`config.mk`:
```
export PLATFORM = sky130hd
export DESIGN_NAME = spi_rx_slave
export DESIGN_NICKNAME = d
export VERILOG_FILES = /design/src/rtl/spi_pkg.sv /design/src/rtl/spi_sync.sv /design/src/rtl/spi_rx_slave.sv
export SDC_FILE = /design/constraint.sdc
export NUM_CORES = 1
export LEC_CHECK = 0
export CORE_MARGIN = 4
export CORE_UTILIZATION = 47
export CTS_CLUSTER_SIZE = 24
export DETAILED_ROUTE_END_ITERATION = 7
export MAX_ROUTING_LAYER = met4
export PLACE_DENSITY = 0.76
export SYNTH_ARGS = -nofsm -noshare
export SYNTH_HDL_FRONTEND = slang
export SYNTH_SLANG_ARGS = --single-unit
```
`constraint.sdc`:
```
create_clock -name clk -period 4.31 [get_ports clk]
set_input_delay 0.431 -clock clk [delete_from_list [all_inputs] [get_ports clk]]
set_output_delay 0.431 -clock clk [all_outputs]
set_load 0.01 [all_outputs]
```
`src/rtl/spi_pkg.sv`:
```
// ---------------------------------------------------------------------------
// spi_pkg
//  Shared definitions for the SPI slave receiver: the default frame length,
//  the receiver state encoding and the levels the SPI pins rest at when no
//  master is driving a frame. These levels also serve as the synchroniser
//  reset values.
// ---------------------------------------------------------------------------
package spi_pkg;

   localparam int DATA_W_DEF = 10;

   typedef enum logic [1:0] {
      IDLE         = 2'd0,
      RECEIVE      = 2'd1,
      WAIT_CS_HIGH = 2'd2
   } state_t;

   localparam logic CS_IDLE  = 1'b1;
   localparam logic CLK_IDLE = 1'b0;
   localparam logic SDI_IDLE = 1'b0;

endpackage

```
`src/rtl/spi_sync.sv`:
```
// ---------------------------------------------------------------------------
// spi_sync
//  Multi-flop synchroniser that brings one asynchronous SPI pin into the clk
//  domain. On reset every stage loads RST_VAL, so the output never shows a
//  spurious edge right after reset.
// Ports:
//  clk    in  1  system clock
//  reset  in  1  asynchronous, active-high reset
//  din    in  1  asynchronous pin
//  dout   out 1  synchronised level (last stage)
// ---------------------------------------------------------------------------
module spi_sync
   import spi_pkg::*;
#(
   parameter int   STAGES  = 2,
   parameter logic RST_VAL = SDI_IDLE
) (
   input  logic clk,
   input  logic reset,
   input  logic din,
   output logic dout
);

   logic [STAGES-1:0] ff;

   always_ff @(posedge clk or posedge reset) begin
      if (reset) begin
         ff <= {STAGES{RST_VAL}};
      end else begin
         // NOTE: flops are written with <= so every stage samples the value
         // from before this clock edge, giving a true shift chain.
         ff <= {ff[STAGES-2:0], din};
      end
   end

   assign dout = ff[STAGES-1];

endmodule

```
`src/rtl/spi_rx_slave.sv`:
```
// ---------------------------------------------------------------------------
// spi_rx_slave
//  SPI slave receiver. It samples sdi on rising spi_clk edges while cs is low,
//  MSB first, and presents each complete DATA_W-bit frame on data_out with a
//  one-cycle data_valid strobe. A frame with the wrong bit count, or one where
//  spi_clk stalls for TIMEOUT cycles, is dropped with a one-cycle frame_err.
// Ports:
//  clk         in  1       system clock
//  reset       in  1       asynchronous, active-high reset
//  spi_clk     in  1       SPI clock from the master (idles low)
//  spi_cs      in  1       chip select, active low
//  spi_sdi     in  1       serial data from the master
//  data_out    out DATA_W  last good frame, held until the next good frame
//  data_valid  out 1       pulse: data_out updated this cycle
//  frame_err   out 1       pulse: frame discarded
//  busy        out 1       high whenever the receiver is not idle
// ---------------------------------------------------------------------------
module spi_rx_slave
   import spi_pkg::*;
#(
   parameter int DATA_W      = DATA_W_DEF,
   parameter int SYNC_STAGES = 2,
   parameter int TIMEOUT     = 4096
) (
   input  logic              clk,
   input  logic              reset,
   input  logic              spi_clk,
   input  logic              spi_cs,
   input  logic              spi_sdi,
   output logic [DATA_W-1:0] data_out,
   output logic              data_valid,
   output logic              frame_err,
   output logic              busy
);

   localparam int CNT_W = $clog2(DATA_W + 2);
   localparam int TMO_W = $clog2(TIMEOUT);
   localparam int ST_W  = $clog2(SYNC_STAGES + 2);

   localparam logic [CNT_W-1:0] CNT_FULL = CNT_W'(DATA_W);
   localparam logic [CNT_W-1:0] CNT_MAX  = CNT_W'(DATA_W + 1);
   localparam logic [TMO_W-1:0] TMO_LAST = TMO_W'(TIMEOUT - 1);
   localparam logic [ST_W-1:0]  ST_FIRST = ST_W'(SYNC_STAGES);
   localparam logic [ST_W-1:0]  ST_DONE  = ST_W'(SYNC_STAGES + 1);

   logic cs_s, clk_s, sdi_s;
   logic cs_d, clk_d;

   spi_sync #(.STAGES(SYNC_STAGES), .RST_VAL(CS_IDLE)) u_sync_cs (
      .clk(clk), .reset(reset), .din(spi_cs), .dout(cs_s)
   );
   spi_sync #(.STAGES(SYNC_STAGES), .RST_VAL(CLK_IDLE)) u_sync_clk (
      .clk(clk), .reset(reset), .din(spi_clk), .dout(clk_s)
   );
   spi_sync #(.STAGES(SYNC_STAGES), .RST_VAL(SDI_IDLE)) u_sync_sdi (
      .clk(clk), .reset(reset), .din(spi_sdi), .dout(sdi_s)
   );

   // Cs fall/rise, and spi_clk rise qualified by cs low so that a clock edge
   // coinciding with cs rising is discarded.
   logic cs_fall, cs_rise, clk_rise;
   assign cs_fall  = cs_d & ~cs_s;
   assign cs_rise  = ~cs_d & cs_s;
   assign clk_rise = ~clk_d & clk_s & ~cs_s;

   // Counts clocks since reset release. The cycle in which it equals
   // SYNC_STAGES is the first in which cs_s reflects the pin; a low cs_s then
   // is a frame already in progress, not a genuine falling edge.
   logic [ST_W-1:0] st_cnt;
   logic            sync_first;
   assign sync_first = (st_cnt == ST_FIRST);

   state_t              state, state_next;
   logic [DATA_W-1:0]   shreg, shreg_next;
   logic [CNT_W-1:0]    bit_cnt, bit_cnt_next;
   logic [TMO_W-1:0]    tmo_cnt, tmo_cnt_next;
   logic [DATA_W-1:0]   data_out_next;
   logic                valid_next, err_next;

   always_ff @(posedge clk or posedge reset) begin
      if (reset) begin
         cs_d       <= CS_IDLE;
         clk_d      <= CLK_IDLE;
         st_cnt     <= '0;
         state      <= IDLE;
         // NOTE: the shift register is plain flops rather than a memory, so
         // it is reset along with the rest of the state.
         shreg      <= '0;
         bit_cnt    <= '0;
         tmo_cnt    <= '0;
         data_out   <= '0;
         data_valid <= 1'b0;
         frame_err  <= 1'b0;
      end else begin
         cs_d       <= cs_s;
         clk_d      <= clk_s;
         if (st_cnt != ST_DONE) st_cnt <= st_cnt + 1'b1;
         state      <= state_next;
         shreg      <= shreg_next;
         bit_cnt    <= bit_cnt_next;
         tmo_cnt    <= tmo_cnt_next;
         data_out   <= data_out_next;
         data_valid <= valid_next;
         frame_err  <= err_next;
      end
   end

   always_comb begin
      // NOTE: every signal assigned here gets a default first, so no path
      // leaves one unassigned and no latch is inferred.
      state_next    = state;
      shreg_next    = shreg;
      bit_cnt_next  = bit_cnt;
      tmo_cnt_next  = tmo_cnt;
      data_out_next = data_out;
      valid_next    = 1'b0;
      err_next      = 1'b0;

      case (state)
         IDLE: begin
            if (!cs_s && sync_first) begin
               state_next = WAIT_CS_HIGH;
            end else if (cs_fall) begin
               state_next   = RECEIVE;
               shreg_next   = '0;
               bit_cnt_next = '0;
               tmo_cnt_next = '0;
            end
         end

         RECEIVE: begin
            if (cs_rise) begin
               if (bit_cnt == CNT_FULL) begin
                  data_out_next = shreg;
                  valid_next    = 1'b1;
               end else begin
                  err_next = 1'b1;
               end
               state_next = IDLE;
            end else if (clk_rise) begin
               shreg_next   = {shreg[DATA_W-2:0], sdi_s};
               if (bit_cnt != CNT_MAX) bit_cnt_next = bit_cnt + 1'b1;
               tmo_cnt_next = '0;
            end else if (tmo_cnt == TMO_LAST) begin
               err_next   = 1'b1;
               state_next = WAIT_CS_HIGH;
            end else begin
               tmo_cnt_next = tmo_cnt + 1'b1;
            end
         end

         WAIT_CS_HIGH: begin
            if (cs_s) state_next = IDLE;
         end

         default: state_next = IDLE;
      endcase
   end

   assign busy = (state != IDLE);

endmodule
```
==> results of run 1 <==
-- state kept, by name, summed over array words and instances, names as in the netlist --
| register | count |
|---|---|
| u_sync_clk.ff | 2 |
| cs_d | 1 |
| clk_d | 1 |
| frame_err | 1 |
| bit_cnt | 4 |
| u_sync_sdi.ff | 2 |
| st_cnt | 2 |
| data_out | 10 |
| shreg | 10 |
| state | 2 |
| data_valid | 1 |
| u_sync_cs.ff | 2 |
| tmo_cnt | 12 |
-- path summary, 6_finish.rpt --
path                       cells past startpoint          endpoint  slack [ns]
max                                            5        tmo_cnt[6]        1.94
min                                            0  u_sync_clk.ff[1]        0.35
max reg2reg                                    5        tmo_cnt[6]        1.94
min reg2reg                                    0  u_sync_clk.ff[1]        0.35
max in group asynchronous                      2          state[0]        3.02
min in group asynchronous                      2         st_cnt[1]        0.67
-- cells by family after synthesis --
family | Yosys count | synth area share
muxes | 13 | 0.0674
xor gates and xnor gates | 1 | 0.00410
and+or+nand+nor | 48 | 0.128
buffers and inverters | 14 | 0.0287
adders and majority gates | 5 | 0.0293
DFF | 50 | 0.588
AOI/OAI and AO/OA | 45 | 0.155
-- placed cells by master (no fill, tap or decap), types with 2 or more instances in the layout --
master and n:
dfstp_2 3, a41oi_1 3, and4_1 2, a211oi_1 3
a22o_1 10, and2_1 3, clkbuf_8 5, inv_1 7
mux2_2 10, and3_1 7, mux2i_1 2, ha_1 5
nor2_1 8, a21o_1 4, a31oi_1 17, dfrtp_1 47
nand2_1 5, clkdlybuf4s50_1 17, nand3_1 4, or3_1 2
nand2b_1 8, nand3b_1 2
-- through the flow --
step                setup WS, ns  cell area [µm²]   util  std cells
floorplan                   2.62             2130      -        176
global placement            2.11             2350  0.535        240
detailed placement          2.03             2350  0.535        240
CTS                         2.00             2440  0.556        248
global route                1.77             2440  0.556        248
finish                      1.94             2440  0.556        248
-- report_power, final --
part | total (W) | internal [W] | switching [W]
registers | 0.000549 | 0.000511 | 0.0000384
logic | 0.000182 | 0.0000750 | 0.000107
clock network | 0.000272 | 0.000118 | 0.000154
total | 0.00100 | 0.000704 | 0.000300
-- routing by layer --
layer	up-vias	wire length, µm
li1	696	-
met1	722	1800
met2	46	1960
met3	7	154
met4	0	61
met5	-	0
-- area by class of cell --
class,count,area (µm²)
Inverter,8,30.0
Timing Repair Buffer,18,178
Clock buffer,6,72.6
Fill cell,361,1950
Multi-Input combinational cell,112,818
Clock inverter,2,17.5
Tap cell,52,65.1
Sequential cell,50,1250
==> qor.txt, run 1 <==
Status -> finished, final reports clean
Tot Pwr -> 0.00100 W
M3 GR Usage -> 0.0317
Post-Syn Nets -> 186
Share of layout cells above drive strength 1 -> 0.117
Worst-path clk slew -> 0.09 ns
DR pass1 iterations -> 4
Final setup TNS -> 0 ns
Crit path launch -> tmo_cnt[0]
Synth Warn # -> 0
Cell Area, Synth -> 2130 µm²
Grt met1 use -> 0.202
Req. time, crit path -> 4.53 ns
First-pass GRT wire length -> 6.89 mm
Wire per inst -> 16.1 µm
Top-count cell post-synth -> dfrtp_1
Vias -> 1471
Final #Nets -> 205
Max Cap Violations -> 0
Clock skew -> 0.00739 ns
Peak supply drop -> 0.249 mV
Synthesis-stage register bit count -> 50
Worst Tran Pin Value -> 0.980 ns
Number of flops mapped to enable cells by yosys -> 0
Top cells by count, synth -> 47 x dfrtp_1, 17 x a31oi_1, 10 x a22o_1, 10 x mux2_2
Mean Syn Cell Area -> 12.1 µm²
Synth area leader -> dfrtp_1
Final-report max-slew violation count -> 0
Routed wire length -> 3.98 mm
DPL Wire Length -> 2.75 mm
Finish-stage setup viols -> 0
Core area -> 4380 µm²
CTS sink cnt -> 50
Grt ovf -> 0
Clk buf depth -> 2
Vias in the first global route -> 1563
Worst hold start -> u_sync_clk.ff[0]
Fin. Hold Viols -> 0
Busiest layer in global routing -> met2
Critical Path Start Type -> flop
Initial DRC count -> 195
Final Critical Period -> 2.37 ns
Inserted Clock Buffers -> 5
Leak -> 1.15 nW
CP Capture Type -> flop
Cell variety after synth -> 41
Top-area cell type share of the netlist area -> 0.551
Worst R2R Start -> tmo_cnt[0]
Arrival @ worst endpoint -> 2.58 ns
CTS hold repair buffers -> 0
Pwr Density -> 412 nW/µm²
Post-cts gate resize count -> 0
Met2 Resource Use GR -> 0.263
Seq/Total Area, Yosys -> 0.588
Initial antenna violation count -> 0
CTS tree -> yes
Drt drc -> 0
Initial Utilization -> 0.487
Min Hold Slack -> 0.354 ns
Setup CP Type -> reg -> reg
Max-slew headroom -> 0.346
Unrepaired setup endpoints after global routing -> no
Top cells by area, synth -> dfrtp_1 55%, mux2_2 5.3%, a31oi_1 5.0%
Asr flop ratio synth -> 1.00
# IOs -> 18
Hold Path Class -> reg -> reg
Die width -> 75.4 µm
Antenna diodes -> 0
FMAX -> 0.422 GHz
Pin count of the biggest net entering global routing -> 51
CP Cell Sequence -> ha_1, and3_1, nand4_1, a311o_1, a31oi_1
Row cnt -> 24
CTS root buf -> clkbuf_8
Cell count after synthesis -> 176
Critical path's slowest cell -> a311o_1
Post-CTS Repair Setup Buffers -> 0
Die area -> 5680 µm²
Top FF cell, synth -> dfrtp_1
Max stage delay on crit path -> 0.70 ns
Final Wtd Congestion -> 0.871
Vert. Die Dim -> 75.4 µm
H-tree levels -> 2
Vias per cell -> 5.93
Worst-Skew Late Latency -> 0.30 ns
Final period utilization -> 0.549
Global Route Usage Sum -> 0.164
Post-DRT Antenna Nets -> 0
Area grow syn2layout -> 14.1%
Max FO, Critical Path -> 13
Worst path buffer plus inverter count -> 0
Port Buffers -> 17
Crit-path leading delay family -> compound AO/OA/AOI/OAI gates
(Power assumes the default switching activity.)
==> run 2, diff against run 1 <==
Clock period 4.31 ns to 2.35 ns, I/O delays scaled along.
==> run 2 against run 1 <==
Net effect:
- sequential power up 84%
- count of clock-buffer cells in the layout is 1 higher
- worst setup slack got worse by 1.6 ns
- global-route usage increased by 0.75 points
- largest power group unchanged
- critical path type unchanged
- cell count increased by 2.0%
- die area stayed put
- first-iteration DRC count fell by 59%
==> qor.txt, run 2 (synthesis gave the netlist of run 1 again) <==
Status -> finished, final reports clean
Clock skew -> 0.00719 ns
Finish-stage setup viols -> 0
Initial Utilization -> 0.487
Inserted Clock Buffers -> 5
DPL Wire Length -> 2.90 mm
Commonest non-fill, non-tap cell in the layout -> dfrtp_1
Filler instances -> 342
DR pass1 iterations -> 4
Worst-path clk slew -> 0.09 ns
Final Worst Setup Slack -> 0.304 ns
Final setup TNS -> 0 ns
Final #Nets -> 210
Final period utilization -> 0.871
Max-slew headroom -> 0.593
CTS sink cnt -> 50
Leak -> 1.18 nW
Req. time, crit path -> 2.50 ns
Wire per inst -> 16.7 µm
Core area -> 4380 µm²
Final Critical Period -> 2.05 ns
Pin count of the biggest net entering global routing -> 51
Final Wtd Congestion -> 0.911
Top Registers -> tmo_cnt: 12 flops, data_out: 10 flops, shreg: 10 flops
Peak supply drop -> 0.490 mV
Row cnt -> 24
Vias in the first global route -> 1551
Setup CP Type -> reg -> reg
Initial antenna violation count -> 0
CP Capture Type -> flop
Largest reg by FF count -> tmo_cnt
Pwr Density -> 793 nW/µm²
Vias -> 1523
Pre-CTS WS -> 0.358 ns
Commonest cells after routing, fill and taps aside -> 47 x dfrtp_1, 17 x a31oi_1, 17 x clkdlybuf4s50_1
CTS root buf -> clkbuf_8
# IOs -> 18
Drt drc -> 0
CP Cell Sequence -> inv_1, ha_1, nor4_1, and2_1, a311o_1, a31oi_1
CTS tree -> yes
Port Buffers -> 17
Arrival @ worst endpoint -> 2.20 ns
Max FO, Critical Path -> 13
Die width -> 75.4 µm
Share of layout cells above drive strength 1 -> 0.139
CTS hold repair buffers -> 0
Fin. Hold Viols -> 0
First-pass GRT wire length -> 7.14 mm
Routed wire length -> 4.21 mm
Worst-Skew Late Latency -> 0.30 ns
Die area -> 5680 µm²
Critical path's slowest cell -> a311o_1
FMAX -> 0.489 GHz
Antenna diodes -> 0
Max stage delay on crit path -> 0.48 ns
Critical Path Start Type -> flop
Initial DRC count -> 80
Grt ovf -> 0
Vert. Die Dim -> 75.4 µm
Max Cap Violations -> 0
Post-CTS Repair Setup Buffers -> 0
Unrepaired setup endpoints after global routing -> no
Worst Tran Pin Value -> 0.610 ns
Post-cts gate resize count -> 0
Area grow syn2layout -> 17.1%
Global Route Usage Sum -> 0.171
Post-DRT Antenna Nets -> 0
Clk buf depth -> 2
Hold Path Class -> in -> reg
Vias per cell -> 6.02
Max reg flops -> 12
H-tree levels -> 2
Final-report max-slew violation count -> 0
==> run 2: cell count changes in the layout (fill, tap and decap cells not counted), sizes merged <==
cell    before  now
clkbuf       6    7
inv          9    8
clkinv       1    0
bufinv       0    1
buf          1    6
==> run 2: path summary, 6_finish.rpt <==
check	end	slack, ns	startpoint	cells after the start
worst max-delay path	tmo_cnt[8]	0.30	st_cnt[0]	6
worst min-delay path	u_sync_cs.ff[0]	0.35	spi_cs	1
worst max register to register	tmo_cnt[8]	0.30	st_cnt[0]	6
worst min register to register	u_sync_clk.ff[1]	0.35	u_sync_clk.ff[0]	0
max in group asynchronous	tmo_cnt[6]	1.54	reset	3
min in group asynchronous	st_cnt[1]	0.41	reset	3
==> run 2: final cells by class <==
type	instances	area (µm²)	area share
clock buffer	7	86.3	0.0345
clock inverter	1	30.0	0.0120
inverter	8	30.0	0.0120
multi-input combinational	112	818	0.327
sequential	50	1250	0.502
tap	52	65.1	0.0260
timing repair buffer	23	215	0.0861
==> run 2: critical path: cells and delay by family (launching register included) <==
kind / cells / cell delay (ns)
AOI/OAI and AO/OA: 2 / 0.66
buffers and inverters: 1 / 0.06
and+or+nand+nor: 2 / 0.56
DFF: 1 / 0.41
adders and majority gates: 1 / 0.21
==> run 2: metal layers <==
metal | GRT usage | vias up | part of all wire
li1 | - | 701 | -
met1 | 0.209 | 782 | 0.45
met2 | 0.287 | 35 | 0.50
met3 | 0.0422 | 5 | 0.035
met4 | 0.0408 | 0 | 0.011
met5 | - | - | 0
==> run 2: power by group <==
group          switching [W]  internal (W)  leakage (nW)
Clock               0.000269      0.000347        0.0585
Combinational       0.000207      0.000148         0.468
Sequential         0.0000728      0.000937         0.655
==> run 2: through the flow <==
stage	area (µm²)	std cells	hold WS [ns]	utilization	total power (W)
4_1_cts	2500	253	0.341	0.570	0.00199
3_5_place_dp	2380	245	0.336	0.544	0.00137
6_report	2500	253	0.347	0.570	0.00198
2_1_floorplan	2130	176	0.239	-	0.00126
3_3_place_gp	2380	245	0.332	0.544	0.00134
5_1_grt	2500	253	0.334	0.570	0.00208
==> run 3, diff against run 2 <==
Settings changed: CAP_MARGIN set to 15, CORE_ASPECT_RATIO set to 1.5.
==> run 3 against run 2 <==
Net effect:
- clock skew up 0.00061 ns
- cell count down 2.0%
- first-iteration DRC count unchanged
- critical path depth unchanged
- combinational power about the same
- worst setup slack better by 0.032 ns
- register-to-register slack better by 0.03 ns
- routed wire length down 3.0%
- sequential share of layout area up 0.53 points
- count of clock-buffer cells in the layout down 1
==> qor.txt, run 3 (synthesis gave the netlist of run 1 again) <==
Filler instances -> 351
Die area -> 5710 µm²
Placed cells -> 240
Grt ovf -> 0
Fin cells -> 248
Final-report max-slew violation count -> 0
Leak -> 1.17 nW
Worst Tran Pin Value -> 0.672 ns
Core area -> 4320 µm²
Row cnt -> 29
Top Registers -> tmo_cnt: 12 flops, data_out: 10 flops, shreg: 10 flops
Clock skew -> 0.00780 ns
Req. time, crit path -> 2.50 ns
Global Route Usage Sum -> 0.161
Final setup TNS -> 0 ns
Final period utilization -> 0.857
DPL Wire Length -> 2.89 mm
Unrepaired setup endpoints after global routing -> no
Initial Utilization -> 0.494
Post-CTS Repair Setup Buffers -> 0
Pre-CTS WS -> 0.340 ns
Clk buf depth -> 2
Vias per cell -> 6.14
CTS tree -> yes
Routed wire length -> 4.09 mm
Vias -> 1523
Antenna diodes -> 0
First-pass GRT wire length -> 7.25 mm
Largest reg by FF count -> tmo_cnt
FMAX -> 0.496 GHz
Drt drc -> 0
Post-DRT Antenna Nets -> 0
Max Cap Violations -> 0
Port Buffers -> 17
Max reg flops -> 12
Fin. Hold Viols -> 0
Status -> finished, final reports clean
Wire per inst -> 16.5 µm
CTS sink cnt -> 50
Fin util -> 0.573
DR pass1 iterations -> 4
Pwr Density -> 756 nW/µm²
Critical path's slowest cell -> a311o_1
Arrival @ worst endpoint -> 2.17 ns
Initial antenna violation count -> 0
CP Cell Sequence -> inv_1, ha_1, nor4_1, and2_1, a311o_1, a31oi_1
Hold Path Class -> in -> reg
Final Worst Setup Slack -> 0.336 ns
Final Wtd Congestion -> 0.865
Peak supply drop -> 0.534 mV
Inserted Clock Buffers -> 5
Vias in the first global route -> 1609
Max stage delay on crit path -> 0.47 ns
Commonest cells after routing, fill and taps aside -> 47 x dfrtp_1, 17 x a31oi_1, 17 x clkdlybuf4s50_1
Worst-path clk slew -> 0.09 ns
Max FO, Critical Path -> 13
Worst-Skew Late Latency -> 0.30 ns
Commonest non-fill, non-tap cell in the layout -> dfrtp_1
Area of the multi-input gates -> 818 µm²
Max-slew headroom -> 0.551
Pin count of the biggest net entering global routing -> 35
Critical Path Start Type -> flop
Register area -> 1250 µm²
Vert. Die Dim -> 90.5 µm
Post-cts gate resize count -> 0
# IOs -> 18
Finish-stage setup viols -> 0
Area grow syn2layout -> 15.9%
Final Critical Period -> 2.01 ns
Share of layout cells above drive strength 1 -> 0.144
CTS hold repair buffers -> 0
Min Hold Slack -> 0.331 ns
Setup CP Type -> reg -> reg
Initial DRC count -> 80
CTS root buf -> clkbuf_8
Die width -> 63.0 µm
H-tree levels -> 2
Final #Nets -> 211
CP Capture Type -> flop
[run 3: per-stage QoR]
step	power, W	instance area (µm²)
after floorplan	0.00126	2130
after global placement	0.00134	2380
after CTS	0.00189	2470
final	0.00187	2470
after detailed placement	0.00138	2380
after global routing	0.00199	2470
[run 3: worst paths after layout]
check	from	end	slack, ns	cells past startpoint
worst max-delay path	st_cnt[0]	tmo_cnt[11]	0.34	6
worst min-delay path	spi_cs	u_sync_cs.ff[0]	0.33	1
worst max register to register	st_cnt[0]	tmo_cnt[11]	0.34	6
worst min register to register	u_sync_clk.ff[0]	u_sync_clk.ff[1]	0.36	0
max in group asynchronous	reset	shreg[4]	1.32	3
min in group asynchronous	reset	tmo_cnt[3]	0.34	2
[run 3: area by class of cell]
cell class | instances | area share
inverters | 8 | 0.0121
clock inverters | 2 | 0.00708
repair buffers | 24 | 0.0900
well taps | 46 | 0.0233
flip-flops and latches | 50 | 0.507
multi-input cells | 112 | 0.331
clock buffers | 6 | 0.0293
[run 3: report_power, final]
group / internal (W) / switching [W] / total, W
Clock: 0.000218 / 0.000286 / 0.000504
Sequential: 0.000937 / 0.0000724 / 0.00101
Combinational: 0.000153 / 0.000203 / 0.000356
[run 3: per-layer routing]
metal,GRT usage,vias to the layer above,part of all wire
li1,-,701,-
met1,0.187,769,0.42
met2,0.256,45,0.53
met3,0.0411,8,0.037
met4,0.0829,0,0.013
met5,-,-,0
[run 3: worst max-delay path, delay by kind of cell, from the launching register on]
kind,cells,cell delay [ns]
adder cells (fa/ha/maj),1,0.20
buffers and inverters,1,0.06
AO/OA/AOI/OAI,2,0.65
AND/OR/NAND/NOR,2,0.55
flip-flops,1,0.40
